--- config.mk ---
export PLATFORM = sky130hd
export DESIGN_NAME = remote_cmd_queue
export DESIGN_NICKNAME = d
export VERILOG_FILES = /design/src/rtl/remote_cmd_queue.sv
export SDC_FILE = /design/constraint.sdc
export NUM_CORES = 1
export LEC_CHECK = 0
export CAP_MARGIN = 20
export CORE_AREA = 4 4 63 76
export CTS_CLUSTER_SIZE = 24
export DETAILED_ROUTE_END_ITERATION = 8
export DIE_AREA = 0 0 67 80
export HOLD_SLACK_MARGIN = 0.05
export PLACE_DENSITY = 0.71
export SYNTH_ARGS = -nofsm -noshare
export SYNTH_HDL_FRONTEND = slang
export SYNTH_SLANG_ARGS = --single-unit
export TNS_END_PERCENT = 30
--- constraint.sdc ---
create_clock -name clk -period 2.67 [get_ports clk]
set_input_delay 0.534 -clock clk [delete_from_list [all_inputs] [get_ports clk]]
set_output_delay 0.534 -clock clk [all_outputs]
set_load 0.05 [all_outputs]
--- src/rtl/remote_cmd_queue.sv ---
// Turns IR decoder key presses into queued game commands: edge-detects rdy,
// maps and de-bounces repeated codes, and buffers results in a show-ahead FIFO.
module remote_cmd_queue #(
   parameter int DEPTH   = 4,
   parameter int AW      = 2,
   parameter int HOLDOFF = 16
) (
   input  logic       clk,
   input  logic       rst,
   input  logic       rdy,
   input  logic [2:0] buttons,
   input  logic       cmd_pop,
   input  logic       flag_clr,
   output logic       cmd_valid,
   output logic [1:0] cmd_color,
   output logic       cmd_start,
   output logic       full,
   output logic       overflow,
   output logic       bad_code
);

   localparam int HW = (HOLDOFF < 1) ? 1 : $clog2(HOLDOFF + 1);
   localparam logic [HW-1:0] HOLD_MAX = HW'(HOLDOFF);
   localparam logic [AW:0]   FULL_CNT = (AW + 1)'(DEPTH);

   // Returns {valid, start, color[1:0]}; anything not listed (incl. X/Z) is invalid.
   function automatic logic [3:0] map_code(input logic [2:0] code);
      logic [3:0] m;
      case (code)
         3'b001:  m = 4'b1000;
         3'b010:  m = 4'b1001;
         3'b011:  m = 4'b1010;
         3'b110:  m = 4'b1011;
         3'b100:  m = 4'b1100;
         default: m = 4'b0000;
      endcase
      return m;
   endfunction

   logic          rdy_d_r;
   logic [2:0]    last_code_r;
   logic [HW-1:0] hold_cnt_r;
   logic [2:0]    mem_r [DEPTH];
   logic [AW-1:0] rd_ptr_r, wr_ptr_r;
   logic [AW:0]   count_r;
   logic          cmd_valid_r, cmd_start_r, full_r, overflow_r, bad_code_r;
   logic [1:0]    cmd_color_r;

   logic [3:0]    map_s;
   logic          ev_s, code_ok_s, suppress_s, accept_s, is_full_s;
   logic          pop_en_s, push_en_s, drop_s, bad_s;
   logic [AW-1:0] rd_ptr_nxt_s, wr_ptr_nxt_s;
   logic [AW:0]   count_nxt_s;
   logic [2:0]    head_nxt_s;
   logic [HW-1:0] hold_nxt_s;

   // Event qualification, FIFO bookkeeping and next head entry.
   always_comb begin
      map_s        = map_code(buttons);
      ev_s         = rdy & ~rdy_d_r;
      code_ok_s    = map_s[3];
      suppress_s   = (buttons == last_code_r) && (hold_cnt_r < HOLD_MAX);
      accept_s     = ev_s & code_ok_s & ~suppress_s;
      is_full_s    = (count_r == FULL_CNT);
      pop_en_s     = cmd_pop & (count_r != {(AW + 1){1'b0}});
      push_en_s    = accept_s & (~is_full_s | pop_en_s);
      drop_s       = accept_s & is_full_s & ~pop_en_s;
      bad_s        = ev_s & ~code_ok_s;
      rd_ptr_nxt_s = pop_en_s  ? rd_ptr_r + AW'(1) : rd_ptr_r;
      wr_ptr_nxt_s = push_en_s ? wr_ptr_r + AW'(1) : wr_ptr_r;
      case ({push_en_s, pop_en_s})
         2'b10:   count_nxt_s = count_r + (AW + 1)'(1);
         2'b01:   count_nxt_s = count_r - (AW + 1)'(1);
         default: count_nxt_s = count_r;
      endcase
      // A write landing on the new head slot must bypass the memory read.
      if (count_nxt_s == {(AW + 1){1'b0}}) begin
         head_nxt_s = 3'b000;
      end else if (push_en_s && (wr_ptr_r == rd_ptr_nxt_s)) begin
         head_nxt_s = map_s[2:0];
      end else begin
         head_nxt_s = mem_r[rd_ptr_nxt_s];
      end
      if (accept_s) begin
         hold_nxt_s = {HW{1'b0}};
      end else if (hold_cnt_r < HOLD_MAX) begin
         hold_nxt_s = hold_cnt_r + HW'(1);
      end else begin
         hold_nxt_s = hold_cnt_r;
      end
   end

   // State and registered outputs.
   always_ff @(posedge clk or posedge rst) begin
      if (rst) begin
         rdy_d_r     <= 1'b0;
         last_code_r <= 3'b000;
         hold_cnt_r  <= HOLD_MAX;
         for (int i = 0; i < DEPTH; i++) begin
            mem_r[i] <= 3'b000;
         end
         rd_ptr_r    <= {AW{1'b0}};
         wr_ptr_r    <= {AW{1'b0}};
         count_r     <= {(AW + 1){1'b0}};
         cmd_valid_r <= 1'b0;
         cmd_color_r <= 2'b00;
         cmd_start_r <= 1'b0;
         full_r      <= 1'b0;
         overflow_r  <= 1'b0;
         bad_code_r  <= 1'b0;
      end else begin
         rdy_d_r    <= rdy;
         hold_cnt_r <= hold_nxt_s;
         if (accept_s) begin
            last_code_r <= buttons;
         end else begin
            last_code_r <= last_code_r;
         end
         if (push_en_s) begin
            mem_r[wr_ptr_r] <= map_s[2:0];
         end
         rd_ptr_r    <= rd_ptr_nxt_s;
         wr_ptr_r    <= wr_ptr_nxt_s;
         count_r     <= count_nxt_s;
         cmd_valid_r <= (count_nxt_s != {(AW + 1){1'b0}});
         full_r      <= (count_nxt_s == FULL_CNT);
         cmd_start_r <= head_nxt_s[2];
         cmd_color_r <= head_nxt_s[1:0];
         // Set wins over a coincident clear.
         overflow_r  <= drop_s | (overflow_r & ~flag_clr);
         bad_code_r  <= bad_s  | (bad_code_r & ~flag_clr);
      end
   end

   assign cmd_valid = cmd_valid_r;
   assign cmd_color = cmd_color_r;
   assign cmd_start = cmd_start_r;
   assign full      = full_r;
   assign overflow  = overflow_r;
   assign bad_code  = bad_code_r;

endmodule

* Word level (Yosys, flattened, before mapping)
Cells that the tools add are included.
Word-level totals: register bits after elaboration 35, bits in latches 0, memory bits (writable) 0, memory bits (read-only) 0, input bits 8, word-level logic and storage cells 77, memories 0
Operators by class: $add $sub $neg 5, multipliers 0, divide/modulo/power cells 0, order comparisons 4, equality and inequality tests 11, shifts and indexed selects 0, muxes and demuxes 13, bitwise operators 21, reduce and logical (&&, ||, !) cells 7
Operator list (number):
- case mux 4 bit (5 select lines) | 1
- two-way mux 3 bit | 5
- bitwise mux 12 bit | 1
- equality test 3 bit (second input constant) | 4
- AND 1 bit | 10
- two-way mux 5 bit | 2
- binary-select mux 3 bit (select 2 bit) | 1
- demux 3 bit (select 2 bit) | 1
- equality test 3 x 2 -> 1 bit (second input constant) | 2
- greater-or-equal comparator 3 bit (second input constant) | 2
- inverter 1 bit | 6
- inverter 2 -> 3 bit | 2
- case mux 3 bit (2 select lines) | 1
- nonzero test 3 bit | 2
- adder 5 x 1 -> 5 bit (second input constant) | 1
- less-than comparator 5 bit (second input constant) | 1
- adder 2 x 1 -> 2 bit (second input constant) | 2
- adder 3 x 1 -> 3 bit (second input constant) | 1
- equality test 3 x 1 -> 1 bit (second input constant) | 1
- equality test 3 bit | 1
- logical AND 1 bit | 3
- logical NOT 3 bit | 1
- less-than comparator 3 x 1 -> 1 bit (second input constant) | 1
- OR 1 bit | 3
- 6 further kinds | 6

* Depth between registers and ports, before layout
depth in word-level cells 9, mapped depth 14, gate-level depth less buffers 10

* Worst setup path after synthesis
Ideal clock, no wire load.
path type in2reg, start point input port buttons[0], end point register cmd_color_r[0], in the netlist cmd_color[0], library setup time 0.099 ns, arrival 2.893 ns, data required time 2.571 ns, setup slack -0.323 ns, stages on the path 13, cell sequence buf_4 > nor3_1 > a211o_1 > buf_6 > nor2_4 > clkbuf_1 > nor2_1 > fa_1 > nand3b_1 > o32ai_1 > mux2i_1 > nand3_1 > a311oi_1
On the way: word-level cells in the longest chain between the ends 9, elaborated cells between the ends (all ways) 19, classes of those cells eq/ne: 8; mux: 4; bitwise: 4; reduce/logical: 3
Ends and longest elaborated chain:
- from (decl) | RTL line 11 | input logic [2:0] buttons,
- equality test 3 bit, or another cell as far along | RTL line 29 | case (code)
- case mux 4 bit (5 select lines) or logical AND 1 bit (tied branches) | RTL line 29, 62
- AND 1 bit or inverter 1 bit (tied branches) | RTL line 63 | accept_s = ev_s & code_ok_s & ~suppress_s;
- AND 1 bit | RTL line 63
- AND 1 bit | RTL line 66 | push_en_s = accept_s & (~is_full_s | pop_en_s);
- equality test 2 x 1 -> 1 bit or equality test 2 bit (tied branches) | RTL line 71 | case ({push_en_s, pop_en_s})
- case mux 3 bit (2 select lines) | RTL line 71
- logical NOT 3 bit | RTL line 77 | if (count_nxt_s == {(AW + 1){1'b0}}) begin
- two-way mux 3 bit (*) | RTL line 77
- net head_nxt_s[0] | RTL line 54 | logic [2:0] head_nxt_s;
- to (signal assigned) | RTL line 128 | cmd_color_r <= head_nxt_s[1:0];
- to (decl) | RTL line 47 | logic [1:0] cmd_color_r;
The timed path passes the listed nets; every way through them passes the cells marked *. A chain may end at the register's enable or synchronous reset.

* Worst setup path in the final report
start point register rdy_d_r, end point register cmd_color_r[0], in the netlist cmd_color[0]
On the way: word-level cells in the longest chain between the ends 9, elaborated cells between the ends (all ways) 12, classes of those cells eq/ne: 2; mux: 3; bitwise: 5; reduce/logical: 2
Ends and longest elaborated chain:
- from (decl) | RTL line 40 | logic rdy_d_r;
- from (signal assigned) | RTL line 112 | rdy_d_r <= rdy;
- inverter 1 bit (*) | RTL line 60 | ev_s = rdy & ~rdy_d_r;
- AND 1 bit (*) | RTL line 60
- AND 1 bit (*) (2 in series) | RTL line 63
- AND 1 bit (*) | RTL line 66
- equality test 2 x 1 -> 1 bit or equality test 2 bit (tied branches) | RTL line 71
- case mux 3 bit (2 select lines) | RTL line 71
- logical NOT 3 bit | RTL line 77
- two-way mux 3 bit (*) | RTL line 77
- net head_nxt_s[0] | RTL line 54
Marks and branches as above.

==> flow_metrics.py <==
metrics = {
    "outcome": {
        "outcome": "finished, final reports clean",
    },
    "clock_network": {
        "cts-root-buf": "clkbuf_8",
        "ctsLongestPathBuffers": 2,
        "clkSinkCount": 35,
        "cts.clk_slew.worst_paths_ps": 80,
        "tritoncts": "yes",
        "cts_buffers": 5,
        "worstSkewPairLatency_ps": 300,
        "htree_num_levels": 2,
    },
    "synth": {
        "syn_avg_cell_area_um2": 11.2,
        "synth_warnings": 0,
        "synth_nets": 197,
        "yosys.area.top_type": "dfrtp_1",
        "synth-async-reset-ratio_pct": 100,
        "ys_ff_latch": 35,
        "synth_seq_area_share_pct": 42.8,
        "synth_area_um2": 2050,
        "synthTopCellsByArea": "dfrtp_1 42%, mux2_4 8.1%, nor2_1 3.3%",
        "ys.flop_type": "dfrtp_1",
        "synth_top_area_share_pct": 41.5,
        "synth_edf_count": 0,
        "synthDistinctLibCells": 53,
        "synth_cells": 183,
    },
    "timing": {
        "rsz0062_at_grt": "true",
        "maxSlewHeadroom_pct": 66.4,
        "setup_ws_ps": 72.7,
        "skew_ps": 14.2,
        "hold_viol": 0,
        "period_needed_ps": 2600,
        "finalCritPeriodShare_pct": 97.3,
        "fmax_mhz": 385,
        "setup_violations": 0,
        "maxSlewViolCount": 0,
        "tightest_slew_ps": 502,
    },
    "finish": {
        "final_core_util_pct": 65.3,
        "antennaDiodeCount": 0,
        "stdcell_count": 280,
        "fillCellCount": 339,
        "final_cell_mix": "34 x dfrtp_1, 26 x buf_4, 17 x nor2_1, 11 x mux2_4, 10 x clkdlybuf4s50_1",
        "seq_area_um2": 877,
        "area_growth_pct": 26.6,
        "layout.nets": 239,
        "final_common_cell": "dfrtp_1",
        "drive_above_1_share_pct": 34.5,
        "multiInputGateArea_um2": 1150,
    },
    "global_routing": {
        "grt_overflow_total": 0,
        "track_usage_pct": 19.5,
        "antenna_found_initial": 0,
        "grt_start_max_net_pins": 36,
        "first_global_vias": 1649,
        "grt_pass1_wl_um": 7850,
    },
    "placement": {
        "port_buffers": 14,
        "preCtsSetupSlack_ps": -550,
        "placedCellCount": 262,
        "gp_congestion": 0.891,
        "post-dp-hpwl_um": 3170,
    },
    "critical_path": {
        "crit_type": "flop to flop",
        "cp_max_fo": 3,
        "startpoint_type": "flop",
        "endpoint": "cmd_color[0]",
        "reg2reg_slack_ps": 70,
        "r2r-end": "cmd_color[0]",
        "cp_data_required_time_ps": 2880,
        "crit_path_end_kind": "flop",
        "crit_start": "rdy_d_r",
        "arrival_ps": 2810,
        "reg2reg_depth": 11,
        "timing.rr.start": "rdy_d_r",
    },
    "power_and_ir_drop": {
        "finalPower_uw": 2880,
        "ir_worst_vdd_mv": 0.491,
        "power.density_nw_per_um2": 1110,
        "p_leak_uw": 0.00116,
    },
    "floorplanning": {
        "core_um2": 3970,
        "start_util_pct": 51.6,
        "io_pins": 15,
        "die_x_um": 67,
        "rows": 25,
        "fp.dieArea_um2": 5360,
        "die_height_um": 80,
    },
    "routing": {
        "via_per_inst": 5.53,
        "dr_wl_met2_um": 2420,
        "postRouteAntennaNets": 0,
        "routed_wl_um": 4510,
        "highest_layer": "met4",
        "vias": 1547,
        "routedWlPerCell_um": 16.1,
        "route.detailed.drc": 0,
        "drt_iter0_markers": 87,
        "firstDrtPassIters": 4,
        "drt-met1-wl_um": 1840,
        "wl_met3_um": 177,
    },
    "min_path": {
        "hold_class": "input pin to flop",
    },
    "run": {
        "maxCapViolCount": 0,
    },
}
## cells in the mapped netlist (2+ instances only)
cell type	instances
dfrtp_1	34
nor2_1	18
mux2_4	11
inv_1	8
nand2_1	7
xnor2_1	7
xor2_1	6
a21oi_1	5
ha_1	5
mux2i_1	5
nand2b_1	5
nand3_1	5
o21ai_1	5
and2_4	4
mux2_2	4
nor2b_1	4
nor3_1	3
nor3b_1	3
o22ai_1	3
buf_2	2
buf_4	2
buf_6	2
clkbuf_1	2
o211ai_1	2
o21ai_0	2
o31ai_4	2
## area by class of cell
class,instances,area share (%)
clock buffers,5,2.65
clock inverters,3,1.69
inverters,8,1.16
repair buffers,44,13.9
multi-input cells,131,44.2
well taps,54,2.60
flip-flops and latches,35,33.8
## cell families after synthesis
| group | count (synthesis) | synth area share (%) |
|---|---|---|
| buffers and inverters | 17 | 4.33 |
| AOI/OAI and AO/OA | 35 | 14.4 |
| DFF | 35 | 42.8 |
| xor gates and xnor gates | 13 | 5.56 |
| and+or+nand+nor | 56 | 15.6 |
| muxes | 21 | 13.2 |
| adders and majority gates | 6 | 4.03 |
## timing repair
action | CTS | global route
gates resized for setup | 9 | 15
setup endpoints to repair | 4 | 4
pin swaps | 9 | 9
buffers inserted | 7 | 3
hold buffers | 0 | 0
## critical path, cell delays in order, from the launching register on
cell and delay, ps:
dfrtp_1 360, nand2b_4 140, a211o_1 310, nor2_4 130, nor2_4 50, fa_1 570, nand3b_1 200, o32ai_2 110
mux2i_1 200, nand3_2 140, buf_6 140, a311oi_2 170
## metrics by stage
step	hold slack [ps]	setup TNS, ps	instance area, um2
floorplan	476	-711	2090
global placement	495	-2220	2360
detailed placement	498	-3780	2360
CTS	493	0	2550
global route	396	-96.3	2590
finish	397	0	2590
## per-layer routing
layer	vias up	GRT usage [%]
li1	724	-
met1	780	23.4
met2	36	33.1
met3	7	4.37
met4	0	7.71
met5	-	0
## worst min-delay path by stage
| stage | start | end | slack (ps) | cells past startpoint |
|---|---|---|---|---|
| after floorplan | mem_r[0] | mem_r[0] | 480 | 1 |
| after global placement | mem_r[0] | mem_r[0] | 490 | 1 |
| after detailed placement | mem_r[6] | mem_r[6] | 500 | 1 |
| after CTS | rdy | rdy_d_r | 490 | 1 |
| after global routing | rdy | rdy_d_r | 400 | 1 |
| final | rdy | rdy_d_r | 400 | 1 |
## registers in the layout, indices dropped and copies added (netlist names)
name and cells:
last_code_r 3, rdy_d_r 1, cmd_color 2, bad_code 1, rd_ptr_r 2, cmd_start 1
mem_r 12, cmd_valid 1, hold_cnt_r 5, wr_ptr_r 2, overflow 1, full 1
count_r 3
## power by group
group / switching (uW) / leakage, uW / internal, uW
clock: 202 / 0.0000581 / 278
sequential: 200 / 0.000443 / 735
combinational: 726 / 0.000662 / 743
total: 1130 / 0.00116 / 1760
(Power assumes the default switching activity.)
